[config.mk]
export PLATFORM = sky130hd
export DESIGN_NAME = ps2_decoder
export DESIGN_NICKNAME = d
export VERILOG_FILES = /design/src/rtl/ps2_pkg.sv /design/src/rtl/scancode_to_ascii.sv /design/src/rtl/ps2_decoder.sv
export SDC_FILE = /design/constraint.sdc
export NUM_CORES = 1
export LEC_CHECK = 0
export BUFFER_PORTS_ARGS = -buffer_cell sky130_fd_sc_hd__buf_2
export CAP_MARGIN = 40
export CORE_ASPECT_RATIO = 0.7
export CORE_MARGIN = 1.5
export CORE_UTILIZATION = 45
export DETAILED_ROUTE_END_ITERATION = 10
export PLACE_DENSITY_LB_ADDON = 0.25
export SYNTH_ARGS = -nofsm -noshare
export SYNTH_HDL_FRONTEND = slang
export SYNTH_SLANG_ARGS = --single-unit
[constraint.sdc]
create_clock -name clk_in -period 3.9 [get_ports clk_in]
set_clock_uncertainty 0.15 [all_clocks]
set_input_delay 0.78 -clock clk_in [delete_from_list [all_inputs] [get_ports clk_in]]
set_output_delay 0.78 -clock clk_in [all_outputs]
set_load 0.05 [all_outputs]
[src/rtl/ps2_pkg.sv]
// ps2_pkg: shared definitions for the PS/2 Set-2 decoder slice.
//   - prefix bytes (E0 extended, F0 break, E1 pause sequence)
//   - modifier keycodes
//   - decoder FSM state enum and modifier state struct
//   - is_ignored(): protocol/acknowledge bytes that never form an event
package ps2_pkg;

    localparam logic [7:0] SC_EXT   = 8'hE0;
    localparam logic [7:0] SC_BRK   = 8'hF0;
    localparam logic [7:0] SC_PAUSE = 8'hE1;

    localparam logic [7:0] SC_SHIFT_L = 8'h12;
    localparam logic [7:0] SC_SHIFT_R = 8'h59;
    localparam logic [7:0] SC_CTRL    = 8'h14;  // E0-prefixed = right ctrl
    localparam logic [7:0] SC_ALT     = 8'h11;  // E0-prefixed = right alt
    localparam logic [7:0] SC_CAPS    = 8'h58;

    // Bytes that follow E1 before the Pause key sequence is complete.
    localparam logic [2:0] PAUSE_SKIP = 3'd7;

    typedef enum logic [2:0] {
        ST_IDLE,
        ST_EXT,
        ST_BRK,
        ST_EXT_BRK,
        ST_PAUSE
    } decoder_state_t;

    typedef struct packed {
        logic caps_lock;
        logic alt;
        logic ctrl;
        logic shift;
    } mods_t;

    function automatic logic is_ignored(input logic [7:0] code);
        case (code)
            8'h00, 8'hAA, 8'hEE, 8'hFA,
            8'hFC, 8'hFD, 8'hFE, 8'hFF: is_ignored = 1'b1;
            default:                    is_ignored = 1'b0;
        endcase
    endfunction

endpackage

[src/rtl/scancode_to_ascii.sv]
// scancode_to_ascii: combinational Set-2 keycode to ASCII lookup (US layout).
// Ports:
//   keycode_in  8  final byte of the key event
//   extended_in 1  key was E0-prefixed
//   shift_in    1  either shift held
//   caps_in     1  caps lock active (letters only)
//   ctrl_in     1  either ctrl held (letters map to control codes)
//   ascii_out   8  character, 0 when the key has no character
module scancode_to_ascii
    import ps2_pkg::*;
(
    input  logic [7:0] keycode_in,
    input  logic       extended_in,
    input  logic       shift_in,
    input  logic       caps_in,
    input  logic       ctrl_in,
    output logic [7:0] ascii_out
);

    logic [7:0] lower;      // lowercase letter, 0 if not a letter
    logic [7:0] plain;      // unshifted digit/punctuation/fixed code
    logic [7:0] shifted;    // shifted digit/punctuation
    logic [7:0] upper;

    always_comb begin
        lower = 8'h00;
        case (keycode_in)
            8'h1C: lower = "a";  8'h32: lower = "b";  8'h21: lower = "c";
            8'h23: lower = "d";  8'h24: lower = "e";  8'h2B: lower = "f";
            8'h34: lower = "g";  8'h33: lower = "h";  8'h43: lower = "i";
            8'h3B: lower = "j";  8'h42: lower = "k";  8'h4B: lower = "l";
            8'h3A: lower = "m";  8'h31: lower = "n";  8'h44: lower = "o";
            8'h4D: lower = "p";  8'h15: lower = "q";  8'h2D: lower = "r";
            8'h1B: lower = "s";  8'h2C: lower = "t";  8'h3C: lower = "u";
            8'h2A: lower = "v";  8'h1D: lower = "w";  8'h22: lower = "x";
            8'h35: lower = "y";  8'h1A: lower = "z";
            default: lower = 8'h00;
        endcase
    end

    always_comb begin
        plain   = 8'h00;
        shifted = 8'h00;
        case (keycode_in)
            8'h45: begin plain = "0";  shifted = ")"; end
            8'h16: begin plain = "1";  shifted = "!"; end
            8'h1E: begin plain = "2";  shifted = "@"; end
            8'h26: begin plain = "3";  shifted = "#"; end
            8'h25: begin plain = "4";  shifted = "$"; end
            8'h2E: begin plain = "5";  shifted = "%"; end
            8'h36: begin plain = "6";  shifted = "^"; end
            8'h3D: begin plain = "7";  shifted = "&"; end
            8'h3E: begin plain = "8";  shifted = "*"; end
            8'h46: begin plain = "9";  shifted = "("; end
            8'h0E: begin plain = 8'h60; shifted = "~"; end
            8'h4E: begin plain = "-";  shifted = "_"; end
            8'h55: begin plain = "=";  shifted = "+"; end
            8'h54: begin plain = "[";  shifted = "{"; end
            8'h5B: begin plain = "]";  shifted = "}"; end
            8'h5D: begin plain = "\\"; shifted = "|"; end
            8'h4C: begin plain = ";";  shifted = ":"; end
            8'h52: begin plain = "'";  shifted = "\""; end
            8'h41: begin plain = ",";  shifted = "<"; end
            8'h49: begin plain = ".";  shifted = ">"; end
            8'h4A: begin plain = "/";  shifted = "?"; end
            // Whitespace/control keys are unaffected by shift.
            8'h5A: begin plain = 8'h0D; shifted = 8'h0D; end
            8'h66: begin plain = 8'h08; shifted = 8'h08; end
            8'h0D: begin plain = 8'h09; shifted = 8'h09; end
            8'h29: begin plain = 8'h20; shifted = 8'h20; end
            8'h76: begin plain = 8'h1B; shifted = 8'h1B; end
            default: begin plain = 8'h00; shifted = 8'h00; end
        endcase
    end

    assign upper = lower - 8'h20;

    always_comb begin
        ascii_out = 8'h00;
        if (extended_in) begin
            // Only keypad Enter and keypad slash carry a character.
            case (keycode_in)
                8'h5A:   ascii_out = 8'h0D;
                8'h4A:   ascii_out = "/";
                default: ascii_out = 8'h00;
            endcase
        end else if (lower != 8'h00) begin
            if (ctrl_in)
                ascii_out = upper & 8'h1F;
            else if (shift_in ^ caps_in)
                ascii_out = upper;
            else
                ascii_out = lower;
        end else begin
            ascii_out = shift_in ? shifted : plain;
        end
    end

endmodule

[src/rtl/ps2_decoder.sv]
// ps2_decoder: assembles PS/2 Set-2 bytes into key events and characters.
// Ports:
//   clk_in, rst_in          clock, asynchronous active-high reset
//   scancode_in/valid_in    received byte and its one-cycle strobe
//   error_in                framing/parity error strobe, aborts any prefix
//   event_valid_out         one-cycle strobe per complete key event
//   make_out/extended_out   press(1)/release(0), E0-prefixed flag
//   keycode_out             final byte of the event
//   char_valid_out/ascii_out character strobe and value
//   mods_out                {caps_lock, alt, ctrl, shift}
module ps2_decoder
    import ps2_pkg::*;
(
    input  logic       clk_in,
    input  logic       rst_in,
    input  logic [7:0] scancode_in,
    input  logic       valid_in,
    input  logic       error_in,
    output logic       event_valid_out,
    output logic       make_out,
    output logic       extended_out,
    output logic [7:0] keycode_out,
    output logic       char_valid_out,
    output logic [7:0] ascii_out,
    output logic [3:0] mods_out
);

    decoder_state_t state_q, state_d;
    logic [2:0]     skip_q, skip_d;

    logic ev_fire, ev_make, ev_ext;

    logic lshift_q, rshift_q, lctrl_q, rctrl_q, lalt_q, ralt_q, caps_q, caps_held_q;
    logic lshift_d, rshift_d, lctrl_d, rctrl_d, lalt_d, ralt_d, caps_d, caps_held_d;

    mods_t      mods_q, mods_d;
    logic       is_mod_key;
    logic [7:0] lut_ascii;

    logic       event_valid_q, make_q, ext_q, char_valid_q;
    logic [7:0] keycode_q, ascii_q;

    function automatic logic is_fake_shift(input logic [7:0] code);
        is_fake_shift = (code == SC_SHIFT_L) || (code == SC_SHIFT_R);
    endfunction

    always_ff @(posedge clk_in or posedge rst_in) begin
        if (rst_in) begin
            state_q <= ST_IDLE;
            skip_q  <= 3'd0;
        end else begin
            state_q <= state_d;
            skip_q  <= skip_d;
        end
    end

    always_comb begin
        state_d = state_q;
        skip_d  = skip_q;
        ev_fire = 1'b0;
        ev_make = 1'b0;
        ev_ext  = 1'b0;
        if (error_in) begin
            // An error also swallows a byte arriving in the same cycle.
            state_d = ST_IDLE;
            skip_d  = 3'd0;
        end else if (valid_in) begin
            case (state_q)
                ST_IDLE: begin
                    if (scancode_in == SC_EXT) begin
                        state_d = ST_EXT;
                    end else if (scancode_in == SC_BRK) begin
                        state_d = ST_BRK;
                    end else if (scancode_in == SC_PAUSE) begin
                        state_d = ST_PAUSE;
                        skip_d  = PAUSE_SKIP;
                    end else if (!is_ignored(scancode_in)) begin
                        ev_fire = 1'b1;
                        ev_make = 1'b1;
                    end
                end
                ST_EXT: begin
                    if (scancode_in == SC_BRK) begin
                        state_d = ST_EXT_BRK;
                    end else begin
                        state_d = ST_IDLE;
                        // E0 12 / E0 59 are synthetic shifts around nav keys.
                        if (!is_fake_shift(scancode_in)) begin
                            ev_fire = 1'b1;
                            ev_make = 1'b1;
                            ev_ext  = 1'b1;
                        end
                    end
                end
                ST_BRK: begin
                    state_d = ST_IDLE;
                    ev_fire = 1'b1;
                end
                ST_EXT_BRK: begin
                    state_d = ST_IDLE;
                    if (!is_fake_shift(scancode_in)) begin
                        ev_fire = 1'b1;
                        ev_ext  = 1'b1;
                    end
                end
                ST_PAUSE: begin
                    if (skip_q <= 3'd1) begin
                        state_d = ST_IDLE;
                        skip_d  = 3'd0;
                    end else begin
                        skip_d = skip_q - 3'd1;
                    end
                end
                default: begin
                    state_d = ST_IDLE;
                    skip_d  = 3'd0;
                end
            endcase
        end
    end

    always_comb begin
        lshift_d    = lshift_q;
        rshift_d    = rshift_q;
        lctrl_d     = lctrl_q;
        rctrl_d     = rctrl_q;
        lalt_d      = lalt_q;
        ralt_d      = ralt_q;
        caps_d      = caps_q;
        caps_held_d = caps_held_q;
        is_mod_key  = 1'b0;
        if (!ev_ext) begin
            case (scancode_in)
                SC_SHIFT_L, SC_SHIFT_R, SC_CTRL, SC_ALT, SC_CAPS: is_mod_key = 1'b1;
                default: is_mod_key = 1'b0;
            endcase
        end else begin
            is_mod_key = (scancode_in == SC_CTRL) || (scancode_in == SC_ALT);
        end
        if (ev_fire) begin
            if (!ev_ext) begin
                case (scancode_in)
                    SC_SHIFT_L: lshift_d = ev_make;
                    SC_SHIFT_R: rshift_d = ev_make;
                    SC_CTRL:    lctrl_d  = ev_make;
                    SC_ALT:     lalt_d   = ev_make;
                    SC_CAPS: begin
                        // Typematic repeats keep caps_held set and do not re-toggle.
                        if (ev_make && !caps_held_q)
                            caps_d = ~caps_q;
                        caps_held_d = ev_make;
                    end
                    default: ;
                endcase
            end else begin
                case (scancode_in)
                    SC_CTRL: rctrl_d = ev_make;
                    SC_ALT:  ralt_d  = ev_make;
                    default: ;
                endcase
            end
        end
    end

    assign mods_d = '{caps_lock: caps_d,
                      alt:       lalt_d | ralt_d,
                      ctrl:      lctrl_d | rctrl_d,
                      shift:     lshift_d | rshift_d};

    scancode_to_ascii u_lut (
        .keycode_in  (scancode_in),
        .extended_in (ev_ext),
        .shift_in    (mods_q.shift),
        .caps_in     (mods_q.caps_lock),
        .ctrl_in     (mods_q.ctrl),
        .ascii_out   (lut_ascii)
    );

    always_ff @(posedge clk_in or posedge rst_in) begin
        if (rst_in) begin
            lshift_q      <= 1'b0;
            rshift_q      <= 1'b0;
            lctrl_q       <= 1'b0;
            rctrl_q       <= 1'b0;
            lalt_q        <= 1'b0;
            ralt_q        <= 1'b0;
            caps_q        <= 1'b0;
            caps_held_q   <= 1'b0;
            mods_q        <= '0;
            event_valid_q <= 1'b0;
            char_valid_q  <= 1'b0;
            make_q        <= 1'b0;
            ext_q         <= 1'b0;
            keycode_q     <= 8'h00;
            ascii_q       <= 8'h00;
        end else begin
            lshift_q      <= lshift_d;
            rshift_q      <= rshift_d;
            lctrl_q       <= lctrl_d;
            rctrl_q       <= rctrl_d;
            lalt_q        <= lalt_d;
            ralt_q        <= ralt_d;
            caps_q        <= caps_d;
            caps_held_q   <= caps_held_d;
            mods_q        <= mods_d;
            event_valid_q <= ev_fire;
            char_valid_q  <= ev_fire && ev_make && !is_mod_key && (lut_ascii != 8'h00);
            if (ev_fire) begin
                make_q    <= ev_make;
                ext_q     <= ev_ext;
                keycode_q <= scancode_in;
            end
            if (ev_fire && ev_make && !is_mod_key && (lut_ascii != 8'h00))
                ascii_q <= lut_ascii;
        end
    end

    assign event_valid_out = event_valid_q;
    assign char_valid_out  = char_valid_q;
    assign make_out        = make_q;
    assign extended_out    = ext_q;
    assign keycode_out     = keycode_q;
    assign ascii_out       = ascii_q;
    assign mods_out        = mods_q;

endmodule
==> results.tsv <==
metric	value	unit
ir_drop	0.000177	V
diodes	0	
avgSynthCellArea	8.44	um2
drc_errors	0	
r2r_slack	0.92	ns
hold_slack	0.338	ns
cp_max_fo	6	
design_area	4550	um2
synth_cell_types	90	
crit_path_start_kind	input port	
ant_nets	0	
met1_length	5.75	mm
gp_congestion	0.991	
drive_gt1_frac	0.296	
rsz0062_at_grt	false	
die_w	113	um
yosysWarnings	0	
cts_setup_buffers	0	
drv_cap	0	
cts_buffers	5	
first_pass_iters	6	
wl_met2	5.22	mm
place_area	4380	um2
fillCellCount	713	
core	8070	um2
netlist.area_leader.share	0.242	
yosys_register_bits	37	
vias_per_cell	6.30	
maxClockFrequency	0.273	GHz
ctsRootBufferMaster	clkbuf_16	
syn_nets	477	
totalWireLength	12.2	mm
multi_input_area	2560	um2
hold_violations	0	
min_path_type	reg -> reg	
htree_levels	2	
tns	0	ns
critical_path_class	in -> reg	
post-synth-top-count-cell	dfrtp_1	
fin_crit	3.66	ns
yosysTopAreaCell	dfrtp_1	
critical_path_arrival	3.68	ns
ys_top_cells_by_area	dfrtp_1 (24%), mux2_2 (4.1%), o21ai_0 (4.0%), ha_1 (3.6%), buf_6 (2.9%)	
std_cell_rows	27	
wl_met3	1.07	mm
end_kind	flip-flop	
dieArea	9090	um2
leakage	0.00202	uW
clkSlewWorstSetupHoldPaths	0.05	ns
clock_latency	0.28	ns
min_period_over_period	0.940	
cts_hold_buf	0	
synthArstFlopShare	1.00	
start_util	0.475	
io_pins	36	
synthFlopType	dfrtp_1	
post_cts_resized	0	
finalSetupViolCount	0	
avgRoutedWirePerCell	19.6	um
cp.required	3.92	ns
die_h	80.2	um
cts.sinks	37	
synthTopCellsByCount	dfrtp_1 (37), o21ai_0 (31), nor2_1 (30), nand2_1 (28)	
drt-initial-drc-count	406	
power.density	329	nW/um2
syn_to_final_growth	18.8	%
numPortBuffers	35	
slew_headroom	0.528	
syn_area	3830	um2
utilization	0.564	
ys_seq_area_frac	0.242	
vias	3936	
maxUsedRoutingLayer	met4	
globalRouteOverflowTotal	0	
slew_violations	0	
detailed_place_hpwl	9.30	mm
grt_pass1_wl	20.1	mm
cts_tree	yes	
outcome	completed	
antenna_found_initial	0	
grt_pass1_vias	3884	
netlist_instances	454	
track_usage	0.282	
worst_pin_slew	0.709	ns
seq_area	926	um2
grt_max_degree	38	
final_net_count	546	
cts_buffer_depth	2	
synth_edf_count	0	
==> final cells by class <==
cell class              instances  area share
flip-flops and latches         37       0.203
clock buffers                   7      0.0313
inverters                      22      0.0181
repair buffers                103       0.151
clock inverters                 1     0.00660
multi-input cells             354       0.562
well taps                     101      0.0278
==> registers in the layout, summed over array words and instances, names as in the netlist <==
| name | flops |
|---|---|
| event_valid_out | 1 |
| rctrl_q | 1 |
| rshift_q | 1 |
| make_out | 1 |
| state_q | 3 |
| char_valid_out | 1 |
| mods_out | 4 |
| lalt_q | 1 |
| ascii_out | 8 |
| caps_held_q | 1 |
| lctrl_q | 1 |
| extended_out | 1 |
| keycode_out | 8 |
| ralt_q | 1 |
| skip_q | 3 |
| lshift_q | 1 |
==> metal layers <==
metal,vias up,global-route usage
met3,21,0.0725
met1,1874,0.401
met5,-,0
li1,1842,-
met2,199,0.427
met4,0,0.0700
==> worst max-delay path, cell delays in order <==
cell      delay, ns
buf_2          0.12
inv_1          0.08
ha_1           0.23
and2_1         0.18
a211oi_1       0.30
o32ai_1        0.15
a21oi_2        0.34
ha_1           0.32
a21o_1         0.17
nand3_1        0.08
a21oi_1        0.08
a21oi_1        0.19
o21ba_1        0.34
mux2_4         0.33
==> power breakdown <==
part | total, uW | leakage [uW] | switching [uW] | internal, uW
combinational | 566 | 0.00146 | 371 | 195
sequential | 454 | 0.000475 | 26.7 | 427
clock | 476 | 0.0000841 | 157 | 319
total | 1500 | 0.00202 | 555 | 942
==> stage by stage <==
| stage | power (uW) | setup WS (ns) | std cells |
|---|---|---|---|
| global route | 1560 | 0.00635 | 625 |
| global placement | 1010 | -0.00174 | 617 |
| CTS | 1500 | 0.284 | 625 |
| finish | 1500 | 0.235 | 625 |
| floorplan | 860 | 0.0207 | 454 |
| detailed placement | 1020 | -0.00638 | 617 |
==> placed cells by master, fill, tap and decap left out, drive strengths merged, types with 6 or more instances in the layout <==
cell type / synthesis / final
a211oi: 8 / 8
a21oi: 21 / 21
and2: 6 / 6
buf: 34 / 103
clkbuf: 7 / 7
dfrtp: 37 / 37
ha: 11 / 11
inv: 22 / 22
mux2: 19 / 19
mux2i: 7 / 7
nand2: 28 / 28
nand2b: 12 / 12
nand3: 13 / 13
nand3b: 6 / 6
nor2: 32 / 32
nor2b: 11 / 11
nor3: 14 / 14
o211ai: 7 / 7
o21ai: 36 / 36
o31ai: 11 / 11
o32ai: 6 / 6
or2: 7 / 7
==> worst paths after layout <==
| kind | from | to | cells past startpoint |
|---|---|---|---|
| worst max-delay path | scancode_in[1] | ascii_out[5]$_DFFE_PP0P_ | 14 |
| worst min-delay path | lctrl_q$_DFF_PP0_ | lctrl_q$_DFF_PP0_ | 1 |
| worst max register to register | mods_out[0]$_DFF_PP0_ | ascii_out[5]$_DFFE_PP0P_ | 8 |
| worst min register to register | lctrl_q$_DFF_PP0_ | lctrl_q$_DFF_PP0_ | 1 |
| max in group asynchronous | rst_in | ascii_out[2]$_DFFE_PP0P_ | 3 |
| min in group asynchronous | rst_in | state_q[2]$_DFFE_PP0P_ | 3 |
==> cells by family after synthesis <==
family / synth area share
AND/OR/NAND/NOR: 0.247
AO/OA/AOI/OAI: 0.289
buffers and inverters: 0.0918
flip-flops: 0.242
multiplexers: 0.0830
adder cells (fa/ha/maj): 0.0359
XOR/XNOR: 0.0114
Power figures use the tool's default switching activity.
